==> config.mk <==
export PLATFORM = sky130hd
export DESIGN_NAME = ioctl_loader
export DESIGN_NICKNAME = d
export VERILOG_FILES = /design/src/rtl/ioctl_loader.sv
export SDC_FILE = /design/constraint.sdc
export NUM_CORES = 1
export LEC_CHECK = 0
export BUFFER_PORTS_ARGS = -buffer_cell sky130_fd_sc_hd__buf_2
export CAP_MARGIN = 25
export CORE_ASPECT_RATIO = 2
export CORE_MARGIN = 2
export CORE_UTILIZATION = 25
export DETAILED_ROUTE_END_ITERATION = 10
export MAX_ROUTING_LAYER = met4
export PLACE_DENSITY = 0.38
export SLEW_MARGIN = 10
export SYNTH_ARGS = -nofsm -noshare
export SYNTH_HDL_FRONTEND = slang
export SYNTH_SLANG_ARGS = --single-unit
==> constraint.sdc <==
create_clock -name clk_sys -period 6.5 [get_ports clk_sys]
set_clock_uncertainty 0.05 [all_clocks]
set_input_delay 0.65 -clock clk_sys [delete_from_list [all_inputs] [get_ports clk_sys]]
set_output_delay 0.65 -clock clk_sys [all_outputs]
set_load 0.05 [all_outputs]
==> src/rtl/ioctl_loader.sv <==
// ioctl_loader
// Accepts a byte stream from the host ioctl download port, buffers it in a
// small FIFO and replays each byte as a one-hot write request to one of NCH
// memory channels. The channel is picked by ioctl_index[2:0] when the
// download starts.
//
// Parameters
//   AW    : ioctl / memory address width
//   DEPTH : FIFO depth in bytes (power of 2, >= 2)
//   NCH   : number of memory channels (1..8)
//
// Ports
//   clk_sys        : single rising-edge clock
//   reset_n        : asynchronous active-low reset
//   ioctl_download : host transfer active
//   ioctl_index    : transfer index, bits [2:0] select the channel
//   ioctl_wr       : one-cycle byte strobe
//   ioctl_addr     : byte address
//   ioctl_data     : byte data
//   ioctl_wait     : registered backpressure to the host
//   mem_req        : one-hot write request, held until acknowledged
//   mem_addr       : write address, held with mem_req
//   mem_data       : write data, held with mem_req
//   mem_ack        : per-channel write acknowledge
//   busy           : high while loading or draining
//   done           : one-cycle pulse when a transfer has fully drained
//   err            : sticky error (bad channel or dropped byte)
//   byte_count     : bytes accepted in this transfer, saturating
module ioctl_loader #(
    parameter int AW    = 25,
    parameter int DEPTH = 4,
    parameter int NCH   = 2
) (
    input  logic          clk_sys,
    input  logic          reset_n,
    input  logic          ioctl_download,
    input  logic [7:0]    ioctl_index,
    input  logic          ioctl_wr,
    input  logic [AW-1:0] ioctl_addr,
    input  logic [7:0]    ioctl_data,
    output logic          ioctl_wait,
    output logic [NCH-1:0] mem_req,
    output logic [AW-1:0] mem_addr,
    output logic [7:0]    mem_data,
    input  logic [NCH-1:0] mem_ack,
    output logic          busy,
    output logic          done,
    output logic          err,
    output logic [AW:0]   byte_count
);

    localparam int PW = $clog2(DEPTH);
    localparam logic [PW:0] FULL_LVL = (PW+1)'(DEPTH);
    localparam logic [PW:0] WAIT_LVL = (PW+1)'(DEPTH-1);
    localparam logic [3:0]  NCH_LVL  = 4'(NCH);

    typedef enum logic [1:0] {IDLE, LOAD, DRAIN, DONE} state_t;

    state_t state, state_next;

    logic          dl_prev;
    logic          start_pend;
    logic [2:0]    chan;
    logic [PW:0]   count, count_next;
    logic [PW-1:0] wr_ptr, rd_ptr;
    logic          issue_pend;

    logic [AW-1:0] fifo_addr [DEPTH];
    logic [7:0]    fifo_data [DEPTH];

    logic          dl_rise, dl_fall, start, chan_bad, index_bad;
    logic [NCH-1:0] req_onehot;
    logic          ack_sel, req_active, port_free, active;
    logic          wr_ok, push, drop, pop;

    // Upper index bits carry no meaning here.
    logic unused_bits;
    assign unused_bits = ^ioctl_index[7:3];

    // Edge detection, channel decode and FIFO push/pop decisions. The memory
    // port is free when nothing is staged and any live request is being
    // acknowledged right now, which lets the next pop overlap the ack.
    always_comb begin
        dl_rise   = ioctl_download & ~dl_prev;
        dl_fall   = ~ioctl_download & dl_prev;
        start     = dl_rise | (start_pend & ioctl_download);
        chan_bad  = {1'b0, chan} >= NCH_LVL;
        index_bad = {1'b0, ioctl_index[2:0]} >= NCH_LVL;
        for (int i = 0; i < NCH; i++) begin
            req_onehot[i] = (chan == 3'(i));
        end
        ack_sel    = |(mem_ack & req_onehot);
        req_active = |mem_req;
        port_free  = ~issue_pend & (~req_active | ack_sel);
        active     = (state == LOAD) || (state == DRAIN);
        wr_ok      = (state == LOAD) && ioctl_wr && !chan_bad;
        push       = wr_ok && (count < FULL_LVL);
        drop       = wr_ok && (count == FULL_LVL);
        pop        = active && port_free && (count != '0);
        count_next = count;
        if (push && !pop) begin
            count_next = count + 1'b1;
        end else if (!push && pop) begin
            count_next = count - 1'b1;
        end
    end

    // State register.
    always_ff @(posedge clk_sys or negedge reset_n) begin
        if (!reset_n) begin
            state <= IDLE;
        end else begin
            state <= state_next;
        end
    end

    // Next-state logic. DRAIN finishes on the cycle the last ack is sampled.
    always_comb begin
        state_next = state;
        case (state)
            IDLE:    if (start) state_next = LOAD;
            LOAD:    if (dl_fall) state_next = DRAIN;
            DRAIN:   if ((count == '0) && port_free) state_next = DONE;
            DONE:    state_next = IDLE;
            default: state_next = IDLE;
        endcase
    end

    // Status outputs decoded from the state.
    always_comb begin
        busy = (state == LOAD) || (state == DRAIN);
        done = (state == DONE);
    end

    // FIFO storage; contents need no reset because the pointers define validity.
    always_ff @(posedge clk_sys) begin
        if (push) begin
            fifo_addr[wr_ptr] <= ioctl_addr;
            fifo_data[wr_ptr] <= ioctl_data;
        end
    end

    // Transfer bookkeeping, FIFO pointers and the memory request port.
    // dl_prev resets high so a download held through reset is not mistaken
    // for a fresh start. A rise seen while still busy is remembered and
    // honoured once back in IDLE if the host is still downloading.
    always_ff @(posedge clk_sys or negedge reset_n) begin
        if (!reset_n) begin
            dl_prev    <= 1'b1;
            start_pend <= 1'b0;
            chan       <= '0;
            byte_count <= '0;
            err        <= 1'b0;
            count      <= '0;
            wr_ptr     <= '0;
            rd_ptr     <= '0;
            issue_pend <= 1'b0;
            mem_req    <= '0;
            mem_addr   <= '0;
            mem_data   <= '0;
            ioctl_wait <= 1'b0;
        end else begin
            dl_prev <= ioctl_download;

            if (state == IDLE) begin
                start_pend <= 1'b0;
            end else if (dl_rise) begin
                start_pend <= 1'b1;
            end

            if ((state == IDLE) && start) begin
                chan       <= ioctl_index[2:0];
                byte_count <= '0;
                err        <= index_bad;
            end else begin
                if (push && (byte_count != '1)) begin
                    byte_count <= byte_count + 1'b1;
                end
                if (drop) begin
                    err <= 1'b1;
                end
            end

            count <= count_next;
            if (push) begin
                wr_ptr <= wr_ptr + 1'b1;
            end
            if (pop) begin
                rd_ptr   <= rd_ptr + 1'b1;
                mem_addr <= fifo_addr[rd_ptr];
                mem_data <= fifo_data[rd_ptr];
            end

            // A popped byte is presented one cycle after the pop.
            issue_pend <= pop;
            if (issue_pend) begin
                mem_req <= req_onehot;
            end else if (ack_sel) begin
                mem_req <= '0;
            end

            ioctl_wait <= ((state_next == LOAD) || (state_next == DRAIN)) &&
                          (count_next >= WAIT_LVL);
        end
    end

endmodule
# Word level (Yosys, flattened, before mapping)
# Memories as Yosys holds them, arrays and structs flattened. A register that Yosys moved wholly into a read port is not among the register bits.
# Index checks and enable logic that the tools add are counted.
dict set report word_totals {
  regBits 45
  latch_bits 0
  ram_bits 132
  romBits 0
  inputBits 47
  output_inout_bits 65
  wordCells 87
  mem_count 2
}
dict set report op_classes {
  addsub 5
  n_mul 0
  div_mod_pow 0
  n_lt_le_gt_ge 4
  n_eq_ne 8
  n_shift 0
  n_mux 16
  n_bitwise 11
  reduce_logical 29
}
# memory words word_bits rd rd_ports_with_merged_regs write_ports line
set memory_table {}
lappend memory_table {fifo_addr 4 25 1 1 1 68} ;# logic [AW-1:0] fifo_addr [DEPTH];
lappend memory_table {fifo_data 4 8 1 1 1 69} ;# logic [7:0] fifo_data [DEPTH];
# op n
set op_table {}
lappend op_table {{$mux W26} 2}
lappend op_table {{$add A26 B1 Y26 const B} 1}
lappend op_table {{$ne A26 B26 Y1 const B} 1}
lappend op_table {{$logic_and A1 B1 Y1} 12}
lappend op_table {{$mux W2} 5}
lappend op_table {{$ge A3 B2 Y1 const B} 3}
lappend op_table {{$pmux W2 S4} 1}
lappend op_table {{$reduce_bool A2 Y1} 4}
lappend op_table {{$eq A2 B2 Y1 const B} 3}
lappend op_table {{$logic_not A3 Y1} 2}
lappend op_table {{$mux W1} 6}
lappend op_table {{$mux W3} 2}
lappend op_table {{$logic_not A1 Y1} 5}
lappend op_table {{$add A2 B1 Y2 const B} 2}
lappend op_table {{$and A1 B1 Y1} 4}
lappend op_table {{$eq A2 B1 Y1 const B} 2}
lappend op_table {{$not A1 Y1} 4}
lappend op_table {{$reduce_or A2 Y1} 2}
lappend op_table {{$add A3 B1 Y3 const B} 1}
lappend op_table {{$eq A3 B1 Y1 const B} 1}
lappend op_table {{$eq A3 B3 Y1 const B} 1}
lappend op_table {{$lt A3 B3 Y1 const B} 1}
lappend op_table {{$reduce_bool A3 Y1} 1}
lappend op_table {{$sub A3 B1 Y3 const B} 1}
lappend op_table {{4 further kinds} 6}

# Logic depth before layout (Yosys ltp)
dict set report logic_depth {
  depth_word 12
  ltp_mapped 10
  depth_no_buf 7
}

# Worst setup path after synthesis
# No wires, ideal clock.
dict set report synth_timing {
  kind {input port to flip-flop}
  start {in ioctl_wr}
  end {mem fifo_addr[0][0] (enable)}
  setup_time_ps 393
  arrival_ps 1835
  required_time_ps 6057
  setup_slack_ps 4221
  stages 3
  n_path_buf 1
  path_cell_list {and4bb_1 buf_4 and3_1}
}
dict set report synth_via {
  elab_chain_len 5
}
# element line
set synth_rtl {}
lappend synth_rtl {{start: declaration} 38} ;# input logic ioctl_wr,
lappend synth_rtl {{$logic_and A1 B1 Y1 (2 in series)} 96} ;# wr_ok = (state == LOAD) && ioctl_wr && !chan_bad;
lappend synth_rtl {{$logic_and A1 B1 Y1} 97} ;# push = wr_ok && (count < FULL_LVL);
lappend synth_rtl {{$mux W1} 137} ;# if (push) begin
lappend synth_rtl {{$mux W1 (not written as such)} 138} ;# fifo_addr[wr_ptr] <= ioctl_addr;
lappend synth_rtl {{end: declaration} 68}
# No other way between the ends.

# Final worst setup path
dict set report layout_timing {
  start {reg state[1]}
  end {reg byte_count[15]}
}
dict set report layout_via {
  elab_chain_len 6
  elab_cells_between_ends 9
  classes_between {1 x eq/ne; 1 x mux; 7 x reduce/logical}
}
# element line
set layout_rtl {}
lappend layout_rtl {{start: declaration} 59} ;# state_t state, state_next;
lappend layout_rtl {{start signal: assignment} 113} ;# state <= state_next;
lappend layout_rtl {{$eq A2 B1 Y1} 96}
lappend layout_rtl {{$logic_and A1 B1 Y1 (2 in series)} 96}
lappend layout_rtl {{$logic_and A1 B1 Y1} 97}
lappend layout_rtl {{$logic_and A1 B1 Y1} 176} ;# if (push && (byte_count != '1)) begin
lappend layout_rtl {{$reduce_bool A2 Y1 (no source line)} n/a}
lappend layout_rtl {{end signal: assignment} 177} ;# byte_count <= byte_count + 1'b1;
lappend layout_rtl {{end: declaration} 49} ;# output logic [AW:0] byte_count
# Several ways; a longest one is shown, not always the timed one.
# A chain may end at the register's enable or synchronous reset.

==> run metrics <==
Die Wd between 100 and 150 µm; Final Max Tran Viols 0; Lkg Pwr just over 4 nW; Synth Instances around 590; clk slew on worst S/H paths approximately 0.070 ns; CTS Buf Count 21; Netlist Area Pre-Place 8541 µm²; CORE AREA between 30000 and 40000 µm²; Synthesis Warnings 0; Starting Density between 20% and 30%; Synthesized Nets 651; layout cells sized above 1 28.16%; total track usage between 10% and 20%; vias in the first global route around 5600; GRT overflow 0; Post-synth ARST share about 37%; die height ~270 µm; Final min period between 2 and 3 ns; Crit-path slowest cell or4_1; power density over cell area about 450 nW/µm²; I/O pin count 112; DRT Pass-1 Iters 4; RSZ-0062 raised after global routing no; status finished, final reports clean; setup TNS 0 ns; ys flop type edfxtp_1; dpl hpwl around 14000 µm; post-route ant nets 0; final net count around 770; #FFs+latches synth between 200 and 250; Crit path required time a little under 7 ns; Max Cap Viol 0; Startpoint Class flip-flop; Die Footprint roughly 36000 µm²; Routed wire per std cell 18.78 µm; critical path peak fanout 15; root buffer cell clkbuf_16; Crit path largest cell delay ~0.52 ns; Seq/Total Area, Yosys about 69%; DR vias/cell 4.561; Relative slew margins about a third; clock latency at the later pin of the worst-skew pair between 0.5 and 0.6 ns; Post-synth EDFFs between 100 and 150; final hold vios 0; Initial DRC Count ~210; Longest Clk Path Bufs 3; Worst Setup End Kind flip-flop; Post-route DRC 0; Slew @ Worst Pin between 1 and 1.5 ns; via count between 5000 and 6000; worst hold path class input pin to flip-flop; Syn Area/Cell 14.43 µm²; setup violators final 0; final WL 21780 µm; first-pass GRT wire length about 34000 µm; Setup Crit Path Kind flip-flop to flip-flop; Achievable Freq 0.3445 GHz; gp weighted congestion 0.7783; Syn-to-layout area delta 22.08%; worst path cell trace inv_1, ha_1, and4bb_1, and2_1, o211ai_2, or4_1, a21oi_1; Netlist cell types 52; period utilization about 45%; CTS Sinks between 200 and 250; Hold WS approximately 0.22 ns; CTS tree done; largest net degree at the start of global routing 60; # rows between 90 and 100; CTS HTree Levels 1; worst endpoint data arrival time 3.29 ns; # port buffers around 110; antenna violations before repair 3; Worst VDD drop between 0.2 and 0.25 mV
## through the flow
step	util [%]	std cells	setup slack, ns	power, mW	instance area [µm²]
after floorplan	-	592	4.221	2.957	8541
after global placement	28.39	1114	3.326	3.398	9549
after detailed placement	28.63	1118	3.332	3.443	9629
after CTS	30.97	1157	3.522	4.834	10420
after global routing	31.00	1160	3.355	5.002	10430
final	31.00	1160	3.597	4.727	10430
## state kept, by name (all words and copies together) (netlist names)
signal      flops
mem_addr       25
err             1
state           2
mem_req         2
chan            3
fifo_data      32
fifo_addr     100
issue_pend      1
mem_data        8
count           3
wr_ptr          2
byte_count     26
dl_prev         1
start_pend      1
ioctl_wait      1
rd_ptr          2
## cells in the mapped netlist (all sizes together) (3+ instances only)
cell type    n  area, µm²
o21ai       18      93.84
or4          9      71.32
a31oi        3      18.77
nor2        10      37.54
and2         4      25.02
nand4       10      68.81
ha          12      150.1
o211ai       3      27.52
nand2b       5      31.28
nor3         7      35.03
a311oi       3      26.28
clkbuf      12      45.04
and4         4      35.03
or3          8      50.05
dfrtp       77       1927
a21oi       25      125.1
nand2      135      506.7
mux4        33      743.2
edfxtp     132       3964
inv         18      67.56
o31ai        6      45.04
xnor2        7      61.31
nand3        8      40.04
buf         12      67.56
and3         7      43.79
## where the power goes
part / switching (mW) / internal, mW
Sequential: 0.163 / 1.63
Combinational: 1.08 / 0.497
Clock: 0.533 / 0.831
## final timing paths
path / start / endpoint / slack, ns / depth (start not counted)
min reg2reg: mem_data[3] / mem_data[3] / 0.42 / 2
max in group asynchronous: reset_n / rd_ptr[1] / 4.62 / 3
max: state[1] / byte_count[15] / 3.60 / 7
min in group asynchronous: reset_n / mem_addr[21] / 0.55 / 2
min: ioctl_download / dl_prev / 0.22 / 1
max reg2reg: state[1] / byte_count[15] / 3.60 / 7
## cells in the final DEF (no fill, tap or decap), types with 7 or more instances in the layout
| master | n |
|---|---|
| nand2_1 | 135 |
| edfxtp_1 | 132 |
| buf_2 | 105 |
| dfrtp_1 | 75 |
| mux4_2 | 33 |
| a21oi_1 | 25 |
| clkbuf_16 | 21 |
| inv_1 | 17 |
| ha_1 | 12 |
| nor2_1 | 10 |
| o21ai_1 | 9 |
| nand4_1 | 9 |
| or3_1 | 8 |
| o21ai_0 | 8 |
| or4_1 | 8 |
| nand3_1 | 7 |
| nor3_1 | 7 |
| xnor2_1 | 7 |
## repair_timing
action                    in CTS  in global routing
buffers inserted               0                  0
hold buffers                   1                  0
resized for setup              0                  0
hold endpoints to repair      19                  0
## cells by family after synthesis
group	share of synthesized area, %
AND/OR/NAND/NOR	11.88
flip-flops	69.28
AO/OA/AOI/OAI	5.084
buffers and inverters	2.109
multiplexers	9.068
adder cells (fa/ha/maj)	1.758
XOR/XNOR	0.8204
## metal layers
layer,track usage (%),vias to the layer above,part of all wire [%]
met5,-,-,0
met4,4.580,0,2.7
met3,2.115,38,4.2
met2,23.60,127,54
met1,13.38,2687,39
li1,-,2439,-
## critical path, delay by kind of cell (launching register included)
family,cells,cell delay [ns]
buffers and inverters,1,0.09
adder cells (fa/ha/maj),1,0.24
AND/OR/NAND/NOR,3,1.45
AO/OA/AOI/OAI,2,0.57
flip-flops,1,0.42
## final cells by class
type | instances | area, µm²
diodes | 3 | 7.507
flip-flops and latches | 210 | 5919
clock buffers | 25 | 570.5
inverters | 18 | 67.56
repair buffers | 115 | 653.1
well taps | 436 | 545.5
clock inverters | 13 | 209.0
multi-input cells | 340 | 2454
fillers | 3367 | 23210
No activity file was read; power rests on OpenSTA's default activity.
